File: src/rtl/seq_match_pkg.sv
// Shared state type, reset-default configuration and length clamp for the seq_match run controller.
package seq_match_pkg;

  typedef enum logic [1:0] {
    ST_IDLE = 2'd0,
    ST_RUN  = 2'd1,
    ST_DONE = 2'd2
  } state_e;

  // Out of reset the block is the classic non-overlapping "1000" Moore detector.
  localparam logic [3:0]  DEF_PATTERN = 4'b1000;
  localparam int unsigned DEF_LEN     = 4;
  localparam logic        DEF_OVERLAP = 1'b0;
  localparam int unsigned DEF_LIMIT   = 0;

  function automatic int unsigned clamp_len(input int unsigned len, input int unsigned max_len);
    if (len == 0) return 1;
    if (len > max_len) return max_len;
    return len;
  endfunction

endpackage

File: src/rtl/seq_match_hist.sv
// Bit history, fill counter and masked pattern compare; hit is combinational on the bit being shifted in.
// No backpressure: a bit is consumed on every cycle shift_en is high.
module seq_match_hist
  import seq_match_pkg::*;
#(
  parameter int PAT_W = 4,
  parameter int LEN_W = $clog2(PAT_W) + 1
) (
  input  logic             clk,
  input  logic             rst_n,
  input  logic             clr,
  input  logic             shift_en,
  input  logic             din,
  input  logic             overlap,
  input  logic [PAT_W-1:0] pattern,
  input  logic [LEN_W-1:0] len,
  output logic             hit
);

  localparam logic [LEN_W-1:0] FILL_MAX = LEN_W'(PAT_W);

  logic [PAT_W-1:0] hist_q, hist_d, hist_nxt, mask;
  logic [LEN_W-1:0] fill_q, fill_d, fill_nxt;

  always_comb begin
    hist_nxt = {hist_q[PAT_W-2:0], din};
    fill_nxt = (fill_q == FILL_MAX) ? fill_q : fill_q + LEN_W'(1);

    mask = '0;
    for (int i = 0; i < PAT_W; i++) begin
      mask[i] = (i < int'(len));
    end

    // Evaluated against the post-shift view so detect can be registered on the same edge.
    hit = shift_en && (fill_nxt >= len) && ((hist_nxt & mask) == (pattern & mask));

    hist_d = hist_q;
    fill_d = fill_q;
    if (clr) begin
      hist_d = '0;
      fill_d = '0;
    end else if (shift_en) begin
      hist_d = hist_nxt;
      fill_d = (hit && !overlap) ? '0 : fill_nxt;
    end
  end

  always_ff @(posedge clk or negedge rst_n) begin
    if (!rst_n) begin
      hist_q <= '0;
      fill_q <= '0;
    end else begin
      hist_q <= hist_d;
      fill_q <= fill_d;
    end
  end

endmodule

File: src/rtl/seq_match_ctrl.sv
// Programmable serial pattern detection run controller; SEQ_MATCH_CTRL_TIMEOUT_EN adds a no-match timeout.
// detect/match_cnt update on the edge sampling the completing bit; config handshake accepted only outside RUN.
module seq_match_ctrl
  import seq_match_pkg::*;
#(
  parameter int PAT_W = 4,
  parameter int CNT_W = 8,
  parameter int LEN_W = $clog2(PAT_W) + 1
`ifdef SEQ_MATCH_CTRL_TIMEOUT_EN
  ,
  parameter int TO_W = 8
`endif
) (
  input  logic             clk,
  input  logic             rst_n,
  input  logic             cfg_valid,
  output logic             cfg_ready,
  input  logic [PAT_W-1:0] cfg_pattern,
  input  logic [LEN_W-1:0] cfg_len,
  input  logic             cfg_overlap,
  input  logic [CNT_W-1:0] cfg_limit,
`ifdef SEQ_MATCH_CTRL_TIMEOUT_EN
  input  logic [TO_W-1:0]  cfg_timeout,
  output logic             timeout,
`endif
  input  logic             start,
  input  logic             abort,
  input  logic             din_valid,
  input  logic             din,
  output logic             detect,
  output logic             busy,
  output logic             done,
  output logic [CNT_W-1:0] match_cnt
);

  localparam logic [PAT_W-1:0] RST_PAT = PAT_W'(DEF_PATTERN);
  localparam logic [LEN_W-1:0] RST_LEN = LEN_W'(clamp_len(DEF_LEN, PAT_W));
  localparam logic [CNT_W-1:0] RST_LIM = CNT_W'(DEF_LIMIT);

  state_e           state_q, state_d;
  logic [PAT_W-1:0] pat_q, pat_d;
  logic [LEN_W-1:0] len_q, len_d;
  logic             ovl_q, ovl_d;
  logic [CNT_W-1:0] lim_q, lim_d;
  logic [CNT_W-1:0] cnt_q, cnt_d, cnt_inc;
  logic             detect_q, detect_d;
  logic             busy_q, busy_d;
  logic             done_q, done_d;
  logic             rdy_q, rdy_d;
  logic             cfg_fire, shift_en, hist_clr, hit;
`ifdef SEQ_MATCH_CTRL_TIMEOUT_EN
  logic [TO_W-1:0]  to_lim_q, to_lim_d;
  logic [TO_W-1:0]  to_cnt_q, to_cnt_d, to_inc;
  logic             timeout_q, timeout_d;
`endif

  seq_match_hist #(
    .PAT_W (PAT_W),
    .LEN_W (LEN_W)
  ) u_hist (
    .clk      (clk),
    .rst_n    (rst_n),
    .clr      (hist_clr),
    .shift_en (shift_en),
    .din      (din),
    .overlap  (ovl_q),
    .pattern  (pat_q),
    .len      (len_q),
    .hit      (hit)
  );

  always_comb begin
    cfg_fire = cfg_valid && rdy_q;
    shift_en = (state_q == ST_RUN) && din_valid;
    cnt_inc  = (cnt_q == '1) ? cnt_q : cnt_q + CNT_W'(1);

    state_d  = state_q;
    pat_d    = pat_q;
    len_d    = len_q;
    ovl_d    = ovl_q;
    lim_d    = lim_q;
    cnt_d    = cnt_q;
    detect_d = 1'b0;
    hist_clr = 1'b0;
`ifdef SEQ_MATCH_CTRL_TIMEOUT_EN
    to_lim_d  = to_lim_q;
    to_cnt_d  = to_cnt_q;
    to_inc    = to_cnt_q + TO_W'(1);
    timeout_d = timeout_q;
`endif

    if (cfg_fire) begin
      pat_d = cfg_pattern;
      len_d = LEN_W'(clamp_len(32'(cfg_len), PAT_W));
      ovl_d = cfg_overlap;
      lim_d = cfg_limit;
`ifdef SEQ_MATCH_CTRL_TIMEOUT_EN
      to_lim_d  = cfg_timeout;
      timeout_d = 1'b0;
`endif
    end

    case (state_q)
      ST_IDLE, ST_DONE: begin
        if (start) begin
          state_d  = ST_RUN;
          cnt_d    = '0;
          hist_clr = 1'b1;
`ifdef SEQ_MATCH_CTRL_TIMEOUT_EN
          to_cnt_d  = '0;
          timeout_d = 1'b0;
`endif
        end else if (cfg_fire) begin
          state_d = ST_IDLE;
        end
      end
      ST_RUN: begin
        // abort wins over a match completing in the same cycle.
        if (abort) begin
          state_d = ST_IDLE;
        end else if (hit) begin
          detect_d = 1'b1;
          cnt_d    = cnt_inc;
          if ((lim_q != '0) && (cnt_inc == lim_q)) state_d = ST_DONE;
`ifdef SEQ_MATCH_CTRL_TIMEOUT_EN
          to_cnt_d = '0;
`endif
        end
`ifdef SEQ_MATCH_CTRL_TIMEOUT_EN
        else if (shift_en) begin
          to_cnt_d = to_inc;
          if ((to_lim_q != '0) && (to_inc == to_lim_q)) begin
            state_d   = ST_DONE;
            timeout_d = 1'b1;
          end
        end
`endif
      end
      default: state_d = ST_IDLE;
    endcase

    busy_d = (state_d == ST_RUN);
    done_d = (state_d == ST_DONE);
    rdy_d  = (state_d != ST_RUN);
  end

  always_ff @(posedge clk or negedge rst_n) begin
    if (!rst_n) begin
      state_q  <= ST_IDLE;
      pat_q    <= RST_PAT;
      len_q    <= RST_LEN;
      ovl_q    <= DEF_OVERLAP;
      lim_q    <= RST_LIM;
      cnt_q    <= '0;
      detect_q <= 1'b0;
      busy_q   <= 1'b0;
      done_q   <= 1'b0;
      rdy_q    <= 1'b1;
`ifdef SEQ_MATCH_CTRL_TIMEOUT_EN
      to_lim_q  <= '0;
      to_cnt_q  <= '0;
      timeout_q <= 1'b0;
`endif
    end else begin
      state_q  <= state_d;
      pat_q    <= pat_d;
      len_q    <= len_d;
      ovl_q    <= ovl_d;
      lim_q    <= lim_d;
      cnt_q    <= cnt_d;
      detect_q <= detect_d;
      busy_q   <= busy_d;
      done_q   <= done_d;
      rdy_q    <= rdy_d;
`ifdef SEQ_MATCH_CTRL_TIMEOUT_EN
      to_lim_q  <= to_lim_d;
      to_cnt_q  <= to_cnt_d;
      timeout_q <= timeout_d;
`endif
    end
  end

  assign cfg_ready = rdy_q;
  assign detect    = detect_q;
  assign busy      = busy_q;
  assign done      = done_q;
  assign match_cnt = cnt_q;
`ifdef SEQ_MATCH_CTRL_TIMEOUT_EN
  assign timeout   = timeout_q;
`endif

endmodule

File: config.mk
export PLATFORM = sky130hd
export DESIGN_NAME = seq_match_ctrl
export DESIGN_NICKNAME = d
export VERILOG_FILES = /design/src/rtl/seq_match_pkg.sv /design/src/rtl/seq_match_hist.sv /design/src/rtl/seq_match_ctrl.sv
export SDC_FILE = /design/constraint.sdc
export NUM_CORES = 1
export LEC_CHECK = 0
export ABC_AREA = 1
export CORE_ASPECT_RATIO = 1.4
export CORE_MARGIN = 2
export CORE_UTILIZATION = 40
export CTS_CLUSTER_SIZE = 12
export DETAILED_ROUTE_END_ITERATION = 12
export PLACE_DENSITY = 0.61
export SYNTH_ARGS = -nofsm -noshare
export SYNTH_HDL_FRONTEND = slang
export SYNTH_SLANG_ARGS = --single-unit
export TNS_END_PERCENT = 1
File: constraint.sdc
create_clock -name clk -period 4.2 [get_ports clk]
set_clock_uncertainty 0.1 [all_clocks]
set_input_delay 0.42 -clock clk [delete_from_list [all_inputs] [get_ports clk]]
set_output_delay 0.42 -clock clk [all_outputs]
set_load 0.01 [all_outputs]
Word-level counts from Yosys, hierarchy flattened
Index checks and enable logic that the tools add are counted.
{"block": "classes", "addsub": 2, "eq_ne": 12, "reduce_logical": 14, "n_lt_le_gt_ge": 6, "mux": 31, "bitwise": 2}
{"cell": "two-way mux 8 bit", "count": 4}
{"cell": "two-way mux 3 bit", "count": 9}
{"cell": "one-hot mux 8 bit (2 select lines)", "count": 1}
{"cell": "two-way mux 1 bit", "count": 11}
{"cell": "two-way mux 2 bit", "count": 5}
{"cell": "adder 8 x 1 -> 8 bit (second input constant)", "count": 1}
{"cell": "AND 4 bit", "count": 2}
{"cell": "equality test 8 bit", "count": 1}
{"cell": "equality test 8 bit (second input constant)", "count": 1}
{"cell": "nonzero test 8 bit", "count": 1}
{"cell": "logical AND 1 bit", "count": 6}
{"cell": "< comparator 1 x 3 -> 1 bit (first input constant)", "count": 2}
{"cell": "< comparator 2 x 3 -> 1 bit (first input constant)", "count": 2}
{"cell": "!= test 2 bit (second input constant)", "count": 3}
{"cell": "equality test 2 x 1 -> 1 bit (second input constant)", "count": 2}
{"cell": "equality test 2 bit (second input constant)", "count": 2}
{"cell": "equality test 4 bit", "count": 1}
{"cell": "one-hot mux 2 bit (2 select lines)", "count": 1}
{"cell": "AND reduction 4 bit", "count": 1}
{"cell": "nonzero test 2 bit", "count": 2}
{"cell": "adder 3 x 1 -> 3 bit (second input constant)", "count": 1}
{"cell": "equality test 3 bit (second input constant)", "count": 1}
{"cell": ">= comparator 3 bit", "count": 1}
{"cell": "> comparator 3 bit (second input constant)", "count": 1}
{"cell": "5 further kinds", "count": 5}
{"block": "totals", "register_bits": 36}

Logic depth before layout (Yosys ltp)
Gate-level depths: netlist of run 1.
{"block": "depth", "word_depth": 9, "mapped_depth": 16, "ltp_nobuf": 16}

By module
A second synthesis of run 1 with hierarchy kept.
{"block": "hier_totals", "hier_cells": 296, "hier_area_um2": 2142.1}
{"mod": "seq_match_ctrl", "area_per_inst_um2": 1604.0, "instances": 1, "cells_per_inst": 211, "seq_area_each_um2": 754.5}
{"mod": "seq_match_hist", "area_per_inst_um2": 538.0, "instances": 1, "cells_per_inst": 85, "seq_area_each_um2": 150.1}

Worst setup path after synthesis of run 1
Ideal clock, no wire load.
{"block": "synth_path", "kind": "flip-flop to flip-flop", "from": "register u_hist.fill_q[0]", "to": "register cnt_q[0] (netlist: match_cnt[0])", "path_slack_ns": 2.056, "required_time_ns": 3.974, "path_stages_with_launch": 17, "arrival_time_ns": 1.918, "path_buffers": 1, "path_cell_list": "dfrtp_1 -> inv_1 -> ha_1 -> nand2_1 -> nand2_1 -> nor2_1 -> inv_1 -> ha_1 -> a21oi_1 -> nand3_1 -> nand3_1 -> nor2_2 -> nand2_2 -> nand2_2 -> buf_6 -> nand3_1 -> o21ai_0"}
{"block": "synth_between", "elab_chain_len": 7, "elab_cells_between_ends": 8, "cone_classes": "1 x add/sub; 1 x order compare; 2 x eq/ne; 1 x mux; 3 x reduce/logical"}
{"item": "from (decl)", "line": "seq_match_hist.sv:23", "source": "logic [LEN_W-1:0] fill_q, fill_d, fill_nxt;"}
{"item": "from (signal assigned)", "line": "seq_match_hist.sv:54", "source": "fill_q <= fill_d;"}
{"item": "adder 3 x 1 -> 3 bit / equality test 3 bit (equally long branches)", "line": "seq_match_hist.sv:27", "source": "fill_nxt = (fill_q == FILL_MAX) ? fill_q : fill_q + LEN_W'(1);"}
{"item": "two-way mux 3 bit *", "line": "seq_match_hist.sv:27"}
{"item": ">= comparator 3 bit *", "line": "seq_match_hist.sv:35", "source": "hit = shift_en && (fill_nxt >= len) && ((hist_nxt & mask) == (pattern & mask));"}
{"item": "logical AND 1 bit * (2 in a row)", "line": "seq_match_hist.sv:35"}
{"item": "!= test 2 bit (no line) *"}
{"item": "AND reduction 4 bit (no line) *"}
{"item": "to (signal assigned)", "line": "seq_match_ctrl.sv:170", "source": "cnt_q <= cnt_d;"}
{"item": "to (decl)", "line": "seq_match_ctrl.sv:45", "source": "logic [CNT_W-1:0] cnt_q, cnt_d, cnt_inc;"}
Every way passes the cells marked *; elsewhere a longest branch is shown, timed or not.
A chain may end at the register's enable or synchronous reset.

Worst setup path in the final report of run 1
{"block": "layout_path", "from": "register u_hist.fill_q[0]", "to": "register busy_q (netlist: busy)"}
{"block": "layout_between", "elab_chain_len": 9, "elab_cells_between_ends": 10, "cone_classes": "1 x add/sub; 1 x order compare; 2 x eq/ne; 4 x mux; 2 x reduce/logical"}
{"item": "adder 3 x 1 -> 3 bit / equality test 3 bit (equally long branches)", "line": "seq_match_hist.sv:27"}
{"item": "two-way mux 3 bit *", "line": "seq_match_hist.sv:27"}
{"item": ">= comparator 3 bit *", "line": "seq_match_hist.sv:35"}
{"item": "logical AND 1 bit * (2 in a row)", "line": "seq_match_hist.sv:35"}
{"item": "two-way mux 2 bit *", "line": "seq_match_ctrl.sv:121", "source": "end else if (hit) begin"}
{"item": "two-way mux 2 bit *", "line": "seq_match_ctrl.sv:119", "source": "if (abort) begin"}
{"item": "one-hot mux 2 bit (2 select lines) *", "line": "seq_match_ctrl.sv:103", "source": "case (state_q)"}
{"item": "equality test 2 x 1 -> 1 bit *", "line": "seq_match_ctrl.sv:142", "source": "busy_d = (state_d == ST_RUN);"}
{"item": "via busy_d", "line": "seq_match_ctrl.sv:47", "source": "logic busy_q, busy_d;"}
{"item": "to (signal assigned)", "line": "seq_match_ctrl.sv:172", "source": "busy_q <= busy_d;"}
{"item": "to (decl)", "line": "seq_match_ctrl.sv:47"}
Mark *: on every way through the listed nets, which the timed path passes. The rest lies on a longest branch.

==> qor.txt, run 1 <==
Die X: 63.57 um
core area: 4805 um2
hold endpoint: pat_q[3]$_DFFE_PN1P_
post-synthesis mux area share: 0%
worst flop-to-flop path startpoint: u_hist.fill_q[0]$_DFFE_PN0P_
clk buf depth: 2
endpoint class of the critical path: flip-flop
placed cell count: 353
main combinational cell family by area after synthesis: simple AND/OR/NAND/NOR gates
unrepaired setup endpoints after global routing: no
post-synthesis adder-cell area fraction: 3.778%
crit-path cells: inv_1 > ha_1 > nand2_1 > nand2_1 > nor2_1 > inv_1 > ha_1 > nand3_1 > nand3_1 > nand3_1 > nor2_2 > nand3_1 > nor2_1 > nand3_2 > nand2_1 > nand2_1
critical path class: flip-flop to flip-flop
Via Count: 1,763
wire per inst: 12.67 um
area grow syn2layout: 25.13%
outcome: completed
GR Util met2: 33.49%
Area contributors post-synth: dfrtp_1 42%, nand2_1 15%, nand3_1 7.3%, inv_1 6.2%, o21ai_0 4.8%
die area: 5555 um2
Final Max Tran Viols: 0
GRT met3 Usage: 4.010%
Internal Pwr Total: 0.6976 mW
syn_area_per_cell: 7.731 um2
Synth area leader: dfrtp_1
CTS resizes: 0
htree depth: 2
first-pass GRT wire length: 7866 um
Max Clk Rate: 422.2 MHz
Max transition margin: 59.18%
Setup Buffers After CTS: 0
CP Data Required Time: 4.27 ns
grt ovf: 0
startpoint types: flip-flop
DRC violations left: 0
leakage: 1.214 nW
initial DRC count: 68
Async SR Flop Fraction: 100.0%
sequential fraction of the synthesis area: 45.53%
Total Routing Usage GR: 18.42%
Starting Density: 41.35%
Hold Path Class: flip-flop to flip-flop
post-route ant nets: 0
Yosys warning count: 0
Max FO, Critical Path: 4
iteration count of the initial detailed-routing pass: 4
worst slew pin tran: 0.6117 ns
peak supply drop: 0.0002131 V
Pwr Density: 430.9 nW/um2
sequential power share: 43.1%
Reg2Reg Setup Slack: 1.83 ns
setup TNS: 0 ns
Synth Register Bits: 36
Post-Syn Instances: 257
Die Ht: 87.39 um
clock transition at the registers of the reported paths: 0.07 ns
fin nets: 325
crit-path max cell delay: 0.35 ns
M1 GR Usage: 19.85%
# rows: 30
number of synthesized flops with an enable pin: 0
sw frac: 34.88%
fin crit period: 2.368 ns
Worst EP arrival: 2.44 ns
share of cells above drive strength 1: 8.418%
# diodes: 0
Synth Area in Compound Gates: 8.186%
Gate power share: 33.1%
Clock Sinks: 36
Simple-Gate Fraction of Synth Area: 32.93%
Placer Congestion: 0.8380
Register-to-Register Path Depth: 16
switching pwr: 0.3736 mW
Detail Placement HPWL: 3459 um
hold_sp: pat_q[3]$_DFFE_PN1P_
Top Usage Layer GRT: met2
mapped cell area: 1987 um2
I/O Buffers: 34
Root Driver: clkbuf_8
Synth cell types: 27
routed wire length: 4573 um
CTS Hold Buffers Added: 0
# Max-Cap Violations: 0
Buf/Inv on CP: 2
crit path max-delay cell type: dfrtp_1
Final Non-Filler Cells: 361
Main synth FF type: dfrtp_1
hold slack: 0.3813 ns
# IOs: 35
worst r2r dst: busy$_DFF_PN0_
family with the most delay on the worst path: simple AND/OR/NAND/NOR gates
vias in the first global route: 1,817
Worst-Skew Late Latency: 0.29 ns
Synth Area in XOR/XNOR: 2.204%
hold depth: 2
Final setup viols: 0
Synth Net Count: 286
CTS tree: yes
final hold violations: 0
via density per instance: 4.884
TritonCTS Buffers: 5
initial antenna violation count: 0
area share of the largest cell type after synthesis: 41.56%
largest net degree at the start of global routing: 37
power share of the clock group: 23.9%
Tcrit/Tclk final: 56.39%
## Yosys cell counts, types with 4 or more instances
cell and n:
nand2_2 5, nand3_1 29, o21ai_0 19, xor2_1 4, nor2_1 15, inv_1 33
nand2_1 78, ha_1 6, o22ai_1 4, dfrtp_1 33, o21ai_1 4
## sequential cells by signal, indices dropped and copies added (netlist names), 2 cells and up
name           flops
len_q              3
lim_q              8
match_cnt          8
pat_q              4
state_q            2
u_hist.fill_q      3
u_hist.hist_q      3
## metrics by stage
stage	setup WS, ns	utilization, %	total power, mW	area (um2)
2_1_floorplan	2.056	-	0.7083	1987
3_3_place_gp	1.922	49.87	0.8219	2396
3_5_place_dp	1.834	49.87	0.8232	2396
4_1_cts	1.824	51.74	1.081	2486
5_1_grt	1.563	51.74	1.156	2486
6_report	1.832	51.74	1.071	2486
## how the worst max path moves through the flow
stage	start	endpoint	slack (ns)	cells after the start
final	u_hist.fill_q[0]$_DFFE_PN0P_	busy$_DFF_PN0_	1.83	16
after global routing	u_hist.fill_q[0]$_DFFE_PN0P_	busy$_DFF_PN0_	1.56	16
after CTS	u_hist.fill_q[0]$_DFFE_PN0P_	busy$_DFF_PN0_	1.82	16
after detailed placement	u_hist.fill_q[0]$_DFFE_PN0P_	busy$_DFF_PN0_	1.83	16
after global placement	u_hist.fill_q[0]$_DFFE_PN0P_	busy$_DFF_PN0_	1.92	16
after floorplan	u_hist.fill_q[0]$_DFFE_PN0P_	match_cnt[0]$_DFFE_PN0P_	2.06	16
## worst reg2reg max path, cell delays in order, from the launching register on
cell and delay [ns]:
dfrtp_1 0.35, inv_1 0.08, ha_1 0.19, nand2_1 0.09, nand2_1 0.06, nor2_1 0.12
inv_1 0.06, ha_1 0.30, nand3_1 0.09, nand3_1 0.08, nand3_1 0.10, nor2_2 0.14
nand3_1 0.08, nor2_1 0.13, nand3_2 0.13, nand2_1 0.10, nand2_1 0.05
## power by group through the flow
stage          Combinational, mW  Clock, mW  Sequential (mW)
4_1_cts                    0.357      0.263            0.461
5_1_grt                    0.407      0.280            0.469
6_report                   0.354      0.256            0.461
2_1_floorplan              0.250          0            0.458
3_3_place_gp               0.355          0            0.467
3_5_place_dp               0.356          0            0.467
## cell type report
class                   count  area, um2
fillers                   510       2318
multi-input cells         184      935.9
flip-flops and latches     36      904.6
repair buffers             35      347.8
inverters                  34      127.6
clock buffers               8      90.09
well taps                  64      80.08
## cell families after synthesis
family                   Yosys count
AND/OR/NAND/NOR                  142
buffers and inverters             37
flip-flops                        36
AO/OA/AOI/OAI                     31
adder cells (fa/ha/maj)            6
XOR/XNOR                           5
## per-layer routing
metal	part of all wire, %	vias up	wire, um
met5	0	-	0
met4	3.1	0	140
met3	3.4	12	155
met2	52	35	2362
met1	42	812	1914
li1	-	904	-
## cell usage in the layout (no fill, tap or decap), types with 2 or more instances in the layout
cell,Yosys,final
nand3_2,2,2
clkdlybuf4s50_1,0,34
o21ai_0,19,19
nor2_1,15,15
clkbuf_1,2,2
o21ai_1,4,4
nand4_1,3,3
nand2_1,78,78
inv_1,33,33
o22ai_1,4,4
xor2_1,4,4
nand2_2,5,5
ha_1,6,6
nand3_1,29,29
nor2_4,3,3
clkbuf_8,0,6
dfrtp_1,33,33
dfstp_2,3,3
a21oi_1,3,3
nor4_1,2,2
Note: power is estimated with default switching activity, not from simulation.
==> run 2, diff against run 1 <==
==> constraint.sdc (replaced) <==
create_clock -name clk -period 2.25 [get_ports clk]
set_clock_uncertainty 0.1 [all_clocks]
set_input_delay 0.225 -clock clk [delete_from_list [all_inputs] [get_ports clk]]
set_output_delay 0.225 -clock clk [all_outputs]
set_load 0.01 [all_outputs]
==> run 2 against run 1 <==
  * Register-to-register slack worse by 1.8 ns
  * Routed wire length rose by 0.77%
  * First-iteration DRC count down 10%
  * Die area stayed put
  * Worst hold slack worse by 0.13 ns
  * Maximum frequency up 7.6%
  * Utilization increased by 3.1 points
  * Global-route usage shrank 0.11 points
  * Power grew 100%
  * Critical path depth shrank 1
  * Sequential share of layout area decreased by 2.1 points
  * Critical path type unchanged
  * Largest power group is now combinational logic
==> qor.txt, run 2 (synthesis results as in run 1) <==
share of cells above drive strength 1: 17.05% (+8.6 points)
fin nets: 333 (+2.5%)
DRC violations left: 0 (unchanged)
Starting Density: 41.35% (unchanged)
endpoint class of the critical path: flip-flop
GR Util met2: 32.73% (-0.77 points)
Max transition margin: 69.72% (+11 points)
routed wire length: 4608 um (+0.77%)
Detail Placement HPWL: 3416 um (-1.2%)
GRT met3 Usage: 3.105% (-0.91 points)
Reg2Reg Setup Slack: 0.05 ns (-1.78 ns)
worst slew pin tran: 0.4542 ns (-0.1575 ns)
CP Data Required Time: 2.31 ns (-1.96 ns)
Tcrit/Tclk final: 97.80% (+41 points)
initial DRC count: 61 (-10%)
Register-to-Register Path Depth: 15 (-1)
final instance area: 2636 um2 (+6.0%)
Crit path top cell by count: nand3_2
# rows: 30 (unchanged)
area grow syn2layout: 32.68%
TritonCTS Buffers: 5 (unchanged)
# Max-Cap Violations: 0 (unchanged)
Worst-Skew Late Latency: 0.28 ns (about the same)
I/O Buffers: 34 (unchanged)
clk buf depth: 2 (unchanged)
Top Usage Layer GRT: met2
die area: 5555 um2 (unchanged)
core area: 4805 um2 (unchanged)
largest net degree at the start of global routing: 37 (unchanged)
Final setup viols: 0 (unchanged)
hold slack: 0.2556 ns (-0.1257 ns)
CTS tree: yes
fin crit period: 2.200 ns (-0.1679 ns)
Critical Path End: state_q[0]$_DFF_PN0_
leakage: 1.262 nW (+4.0%)
Max FO, Critical Path: 4 (unchanged)
iteration count of the initial detailed-routing pass: 4 (unchanged)
Via Count: 1,794 (+1.8%)
crit-path max cell delay: 0.40 ns (+0.05 ns)
crit-path cells: ha_2 > nand2_2 > nand2_4 > nor2_4 > inv_2 > ha_4 > nand3b_1 > nand3_2 > nand3_2 > nor2_4 > nand3_2 > nor2_2 > nand3_2 > nand2_2 > nand2_1
Setup crit start: u_hist.fill_q[0]$_DFFE_PN0P_
Hold Path Class: primary input to async pin
post-route ant nets: 0 (unchanged)
Die Ht: 87.39 um (unchanged)
critical path class: flip-flop to flip-flop
Final Max Tran Viols: 0 (unchanged)
wire per inst: 12.49 um (-1.4%)
Placer Congestion: 0.8609 (+2.7%)
Worst EP arrival: 2.26 ns (-0.18 ns)
initial antenna violation count: 0 (unchanged)
Register Area: 904.6 um2 (unchanged)
clock transition at the registers of the reported paths: 0.07 ns (about the same)
worst r2r dst: state_q[0]$_DFF_PN0_
Total Routing Usage GR: 18.32% (-0.11 points)
unrepaired setup endpoints after global routing: yes
most common cell after layout, fill and taps aside: nand2_1
# IOs: 35 (unchanged)
grt ovf: 0 (unchanged)
Die X: 63.57 um (unchanged)
final hold violations: 0 (unchanged)
via density per instance: 4.862 (-0.45%)
Root Driver: clkbuf_8
worst flop-to-flop path startpoint: u_hist.fill_q[0]$_DFFE_PN0P_
startpoint types: flip-flop
most frequent cells in the layout: 74 x nand2_1, 34 x clkdlybuf4s50_1, 33 x dfrtp_1
htree depth: 2 (unchanged)
Clock Sinks: 36 (unchanged)
# diodes: 0 (unchanged)
Pwr Density: 830.5 nW/um2 (+93%)
CTS Hold Buffers Added: 0 (unchanged)
Final Total Pwr: 2.190 mW (+100%)
area of the multi-input gates: 1035 um2 (+11%)
M1 GR Usage: 21.44% (+1.6 points)
post-layout util: 54.87% (+3.1 points)
outcome: completed
fillers: 486 (-4.7%)
dpl cell area: 2441 um2 (+1.9%)
crit path max-delay cell type: dfrtp_1
Max Clk Rate: 454.5 MHz (+7.6%)
peak supply drop: 0.0003445 V (+62%)
first-pass GRT wire length: 8010 um (+1.8%)
vias in the first global route: 1,813 (-0.22%)
[run 2: worst min path at each step]
stage	from	to	slack, ns	cells after the start
after floorplan	rst_n	busy$_DFF_PN0_	-0.17	0
after global placement	pat_q[3]$_DFFE_PN1P_	pat_q[3]$_DFFE_PN1P_	0.37	2
after detailed placement	pat_q[3]$_DFFE_PN1P_	pat_q[3]$_DFFE_PN1P_	0.37	2
after CTS	rst_n	lim_q[5]$_DFFE_PN0P_	0.27	2
after global routing	rst_n	lim_q[5]$_DFFE_PN0P_	0.31	2
final	rst_n	u_hist.fill_q[0]$_DFFE_PN0P_	0.26	2
[run 2: where the power goes]
| part | switching [mW] | internal, mW | total [mW] |
|---|---|---|---|
| Sequential | 0.0943 | 0.767 | 0.862 |
| Combinational | 0.488 | 0.410 | 0.898 |
| Clock | 0.213 | 0.217 | 0.430 |
| Total | 0.795 | 1.39 | 2.19 |
[run 2: per-stage QoR]
stage	setup TNS, ns	instances	setup slack [ns]
after floorplan	0	257	0.1060
after global placement	0	359	0.01504
after detailed placement	-0.09860	359	-0.05070
after CTS	-0.04785	368	-0.02426
after global routing	-0.5627	369	-0.1087
final	0	369	0.04957
[run 2: layout make-up]
type,instances,share of cell area (%)
multi-input cells,184,39.25
flip-flops and latches,36,34.31
repair buffers,43,15.47
inverters,34,4.841
well taps,64,3.037
clock buffers,7,2.895
clock inverters,1,0.1898
[run 2: worst max-delay path, delay by kind of cell, from the launching register on]
family                     cells  cell delay (ns)
adders and majority gates      2             0.48
buffers and inverters          1             0.05
and+or+nand+nor               12             1.06
DFF                            1             0.40
[run 2: layer usage]
layer / vias to the layer above / share of wire (%)
met2: 39 / 53
met3: 13 / 3.0
li1: 919 / -
met4: 0 / 2.6
met1: 823 / 42
met5: - / 0
[run 2: what timing repair did]
action / CTS / global route
resized for setup: 10 / 16
pin swaps: 13 / 11
setup endpoints to repair: 8 / 16
buffers inserted: 1 / 1
==> run 3, diff against run 2 <==
--- a/config.mk
+++ b/config.mk
@@ -6,12 +6,13 @@
 export NUM_CORES = 1
 export LEC_CHECK = 0
 export ABC_AREA = 1
+export CAP_MARGIN = 20
 export CORE_ASPECT_RATIO = 1.4
 export CORE_MARGIN = 2
 export CORE_UTILIZATION = 40
 export CTS_CLUSTER_SIZE = 12
 export DETAILED_ROUTE_END_ITERATION = 12
-export PLACE_DENSITY = 0.61
+export PLACE_DENSITY = 0.65
 export SYNTH_ARGS = -nofsm -noshare
 export SYNTH_HDL_FRONTEND = slang
 export SYNTH_SLANG_ARGS = --single-unit
==> run 3 against run 2 <==
  * Cell area down 0.71%
  * Power about the same
  * Global-route usage about the same
  * Sequential power about the same
  * Combinational power down 1%
  * Count of clock-buffer cells in the layout unchanged
  * Sequential cell count unchanged
  * Highest routed layer unchanged
  * Non-clock buffer count down 3
  * Utilization down 0.39 points
  * Maximum frequency up 1.9%
  * Worst hold slack worse by 0.0063 ns
  * Via count up 1.1%
==> qor.txt, run 3 (synthesis results as in run 1) <==
outcome: completed
routed wire length: 4639 um (+0.67%)
clk buf depth: 2 (unchanged)
Max FO, Critical Path: 4 (unchanged)
Total Routing Usage GR: 18.36% (+0.048 points)
# IOs: 35 (unchanged)
Die Ht: 87.39 um (unchanged)
worst slew pin tran: 0.6080 ns (+0.1538 ns)
most common cell after layout, fill and taps aside: nand2_1
fin crit period: 2.160 ns (-0.04044 ns)
endpoint class of the critical path: flip-flop
Via Count: 1,814 (+1.1%)
final hold violations: 0 (unchanged)
Reg2Reg Setup Slack: 0.09 ns (+0.04 ns)
critical path class: flip-flop to flip-flop
worst r2r dst: busy$_DFF_PN0_
post-route ant nets: 0 (unchanged)
Worst-Skew Late Latency: 0.29 ns (about the same)
htree depth: 2 (unchanged)
clock transition at the registers of the reported paths: 0.07 ns (about the same)
# Max-Cap Violations: 0 (unchanged)
worst flop-to-flop path startpoint: u_hist.fill_q[1]$_DFFE_PN0P_
TritonCTS Buffers: 5 (unchanged)
Tcrit/Tclk final: 96.00% (-1.8 points)
initial DRC count: 89 (+46%)
Max Clk Rate: 463.0 MHz (+1.9%)
# rows: 30 (unchanged)
# diodes: 0 (unchanged)
fillers: 506 (+4.1%)
first-pass GRT wire length: 7879 um (-1.6%)
Worst EP arrival: 2.22 ns (-0.04 ns)
Clock Sinks: 36 (unchanged)
Register-to-Register Path Depth: 15 (unchanged)
Root Driver: clkbuf_8
Starting Density: 41.35% (unchanged)
core area: 4805 um2 (unchanged)
startpoint types: flip-flop
wire per inst: 12.67 um (+1.5%)
initial antenna violation count: 0 (unchanged)
Hold Path Class: primary input to async pin
via density per instance: 4.956 (+1.9%)
CP Data Required Time: 2.31 ns (about the same)
die area: 5555 um2 (unchanged)
share of cells above drive strength 1: 15.89% (-1.2 points)
iteration count of the initial detailed-routing pass: 4 (unchanged)
CTS Hold Buffers Added: 0 (unchanged)
Pwr Density: 836.3 nW/um2 (+0.69%)
CTS tree: yes
grt ovf: 0 (unchanged)
fin nets: 330 (-0.90%)
I/O Buffers: 34 (unchanged)
Detail Placement HPWL: 3446 um (+0.87%)
Max transition margin: 59.42% (-10 points)
peak supply drop: 0.0003193 V (-7.3%)
most frequent cells in the layout: 74 x nand2_1, 34 x clkdlybuf4s50_1, 33 x dfrtp_1
leakage: 1.249 nW (-1.1%)
Placer Congestion: 0.9012 (+4.7%)
Die X: 63.57 um (unchanged)
DRC violations left: 0 (unchanged)
Final Max Tran Viols: 0 (unchanged)
unrepaired setup endpoints after global routing: yes
largest net degree at the start of global routing: 37 (unchanged)
Final Total Pwr: 2.189 mW (about the same)
vias in the first global route: 1,801 (-0.66%)
Final setup viols: 0 (unchanged)
area grow syn2layout: 31.74%
hold slack: 0.2494 ns (-0.006261 ns)
[run 3: cell count changes in the layout (fill, tap and decap cells not counted)]
cell,change
a21oi_1,+1
o21ai_1,+3
o21ai_0,-3
nand3_4,+1
buf_4,-3
o31ai_2,-1
a21oi_2,-1
nand3_1,-1
o31ai_1,+1
[run 3: worst max path at each step]
stage | from | to | slack, ns | cells past startpoint
floorplan | u_hist.fill_q[0]$_DFFE_PN0P_ | match_cnt[0]$_DFFE_PN0P_ | 0.11 | 16
global placement | u_hist.fill_q[0]$_DFFE_PN0P_ | busy$_DFF_PN0_ | 0.02 | 16
detailed placement | u_hist.fill_q[0]$_DFFE_PN0P_ | busy$_DFF_PN0_ | -0.09 | 16
CTS | u_hist.fill_q[0]$_DFFE_PN0P_ | busy$_DFF_PN0_ | 0.001 | 16
global route | u_hist.fill_q[0]$_DFFE_PN0P_ | state_q[0]$_DFF_PN0_ | -0.07 | 14
finish | u_hist.fill_q[1]$_DFFE_PN0P_ | busy$_DFF_PN0_ | 0.09 | 15
[run 3: metrics by stage]
| step | util, % | setup TNS, ns | setup slack, ns | instance area (um2) | cells |
|---|---|---|---|---|---|
| floorplan | - | 0 | 0.1060 | 1987 | 257 |
| global placement | 50.65 | 0 | 0.01574 | 2434 | 358 |
| detailed placement | 50.65 | -0.4612 | -0.08960 | 2434 | 358 |
| CTS | 53.54 | 0 | 0.001334 | 2572 | 366 |
| global route | 54.48 | -0.3858 | -0.06573 | 2618 | 366 |
| finish | 54.48 | 0 | 0.09001 | 2618 | 366 |
[run 3: what timing repair did]
| action | CTS | global route |
|---|---|---|
| cloned | 0 | 0 |
| buffers inserted | 0 | 0 |
| setup endpoints to repair | 13 | 13 |
| gates resized for setup | 14 | 15 |
| pin swaps | 8 | 9 |
[run 3: report_power, final]
part | switching, mW | internal, mW | total [mW]
combinational | 0.493 | 0.396 | 0.889
sequential | 0.0944 | 0.767 | 0.862
clock | 0.221 | 0.217 | 0.438
total | 0.808 | 1.38 | 2.19
[run 3: critical path, stage by stage, from the launching register on]
cell and delay (ns):
dfrtp_1 0.40, ha_2 0.21, nand2_2 0.08, nand2_4 0.05, nor2_4 0.09, inv_2 0.05, ha_4 0.27, nand3b_1 0.09
nand3_2 0.10, nand3_4 0.08, nor2_4 0.11, nand3_2 0.07, nor2_2 0.09, nand3_2 0.12, nand2_2 0.09, nand2_1 0.05
[run 3: metal layers]
layer  global-route usage, %  share of wire, %  up-vias
met5                       0                 0        -
met4                   9.684               3.1        0
met3                   3.234               2.7       12
met2                   34.74                53       32
met1                   19.10                41      853
li1                        -                 -      917
[run 3: final cells by class]
class | instances | area, um2 | share of cell area [%]
timing repair buffer | 40 | 385.4 | 14.72
tap | 64 | 80.08 | 3.059
clock buffer | 7 | 76.32 | 2.916
inverter | 34 | 127.6 | 4.876
clock inverter | 1 | 5.005 | 0.1912
multi-input combinational | 184 | 1039 | 39.68
sequential | 36 | 904.6 | 34.56
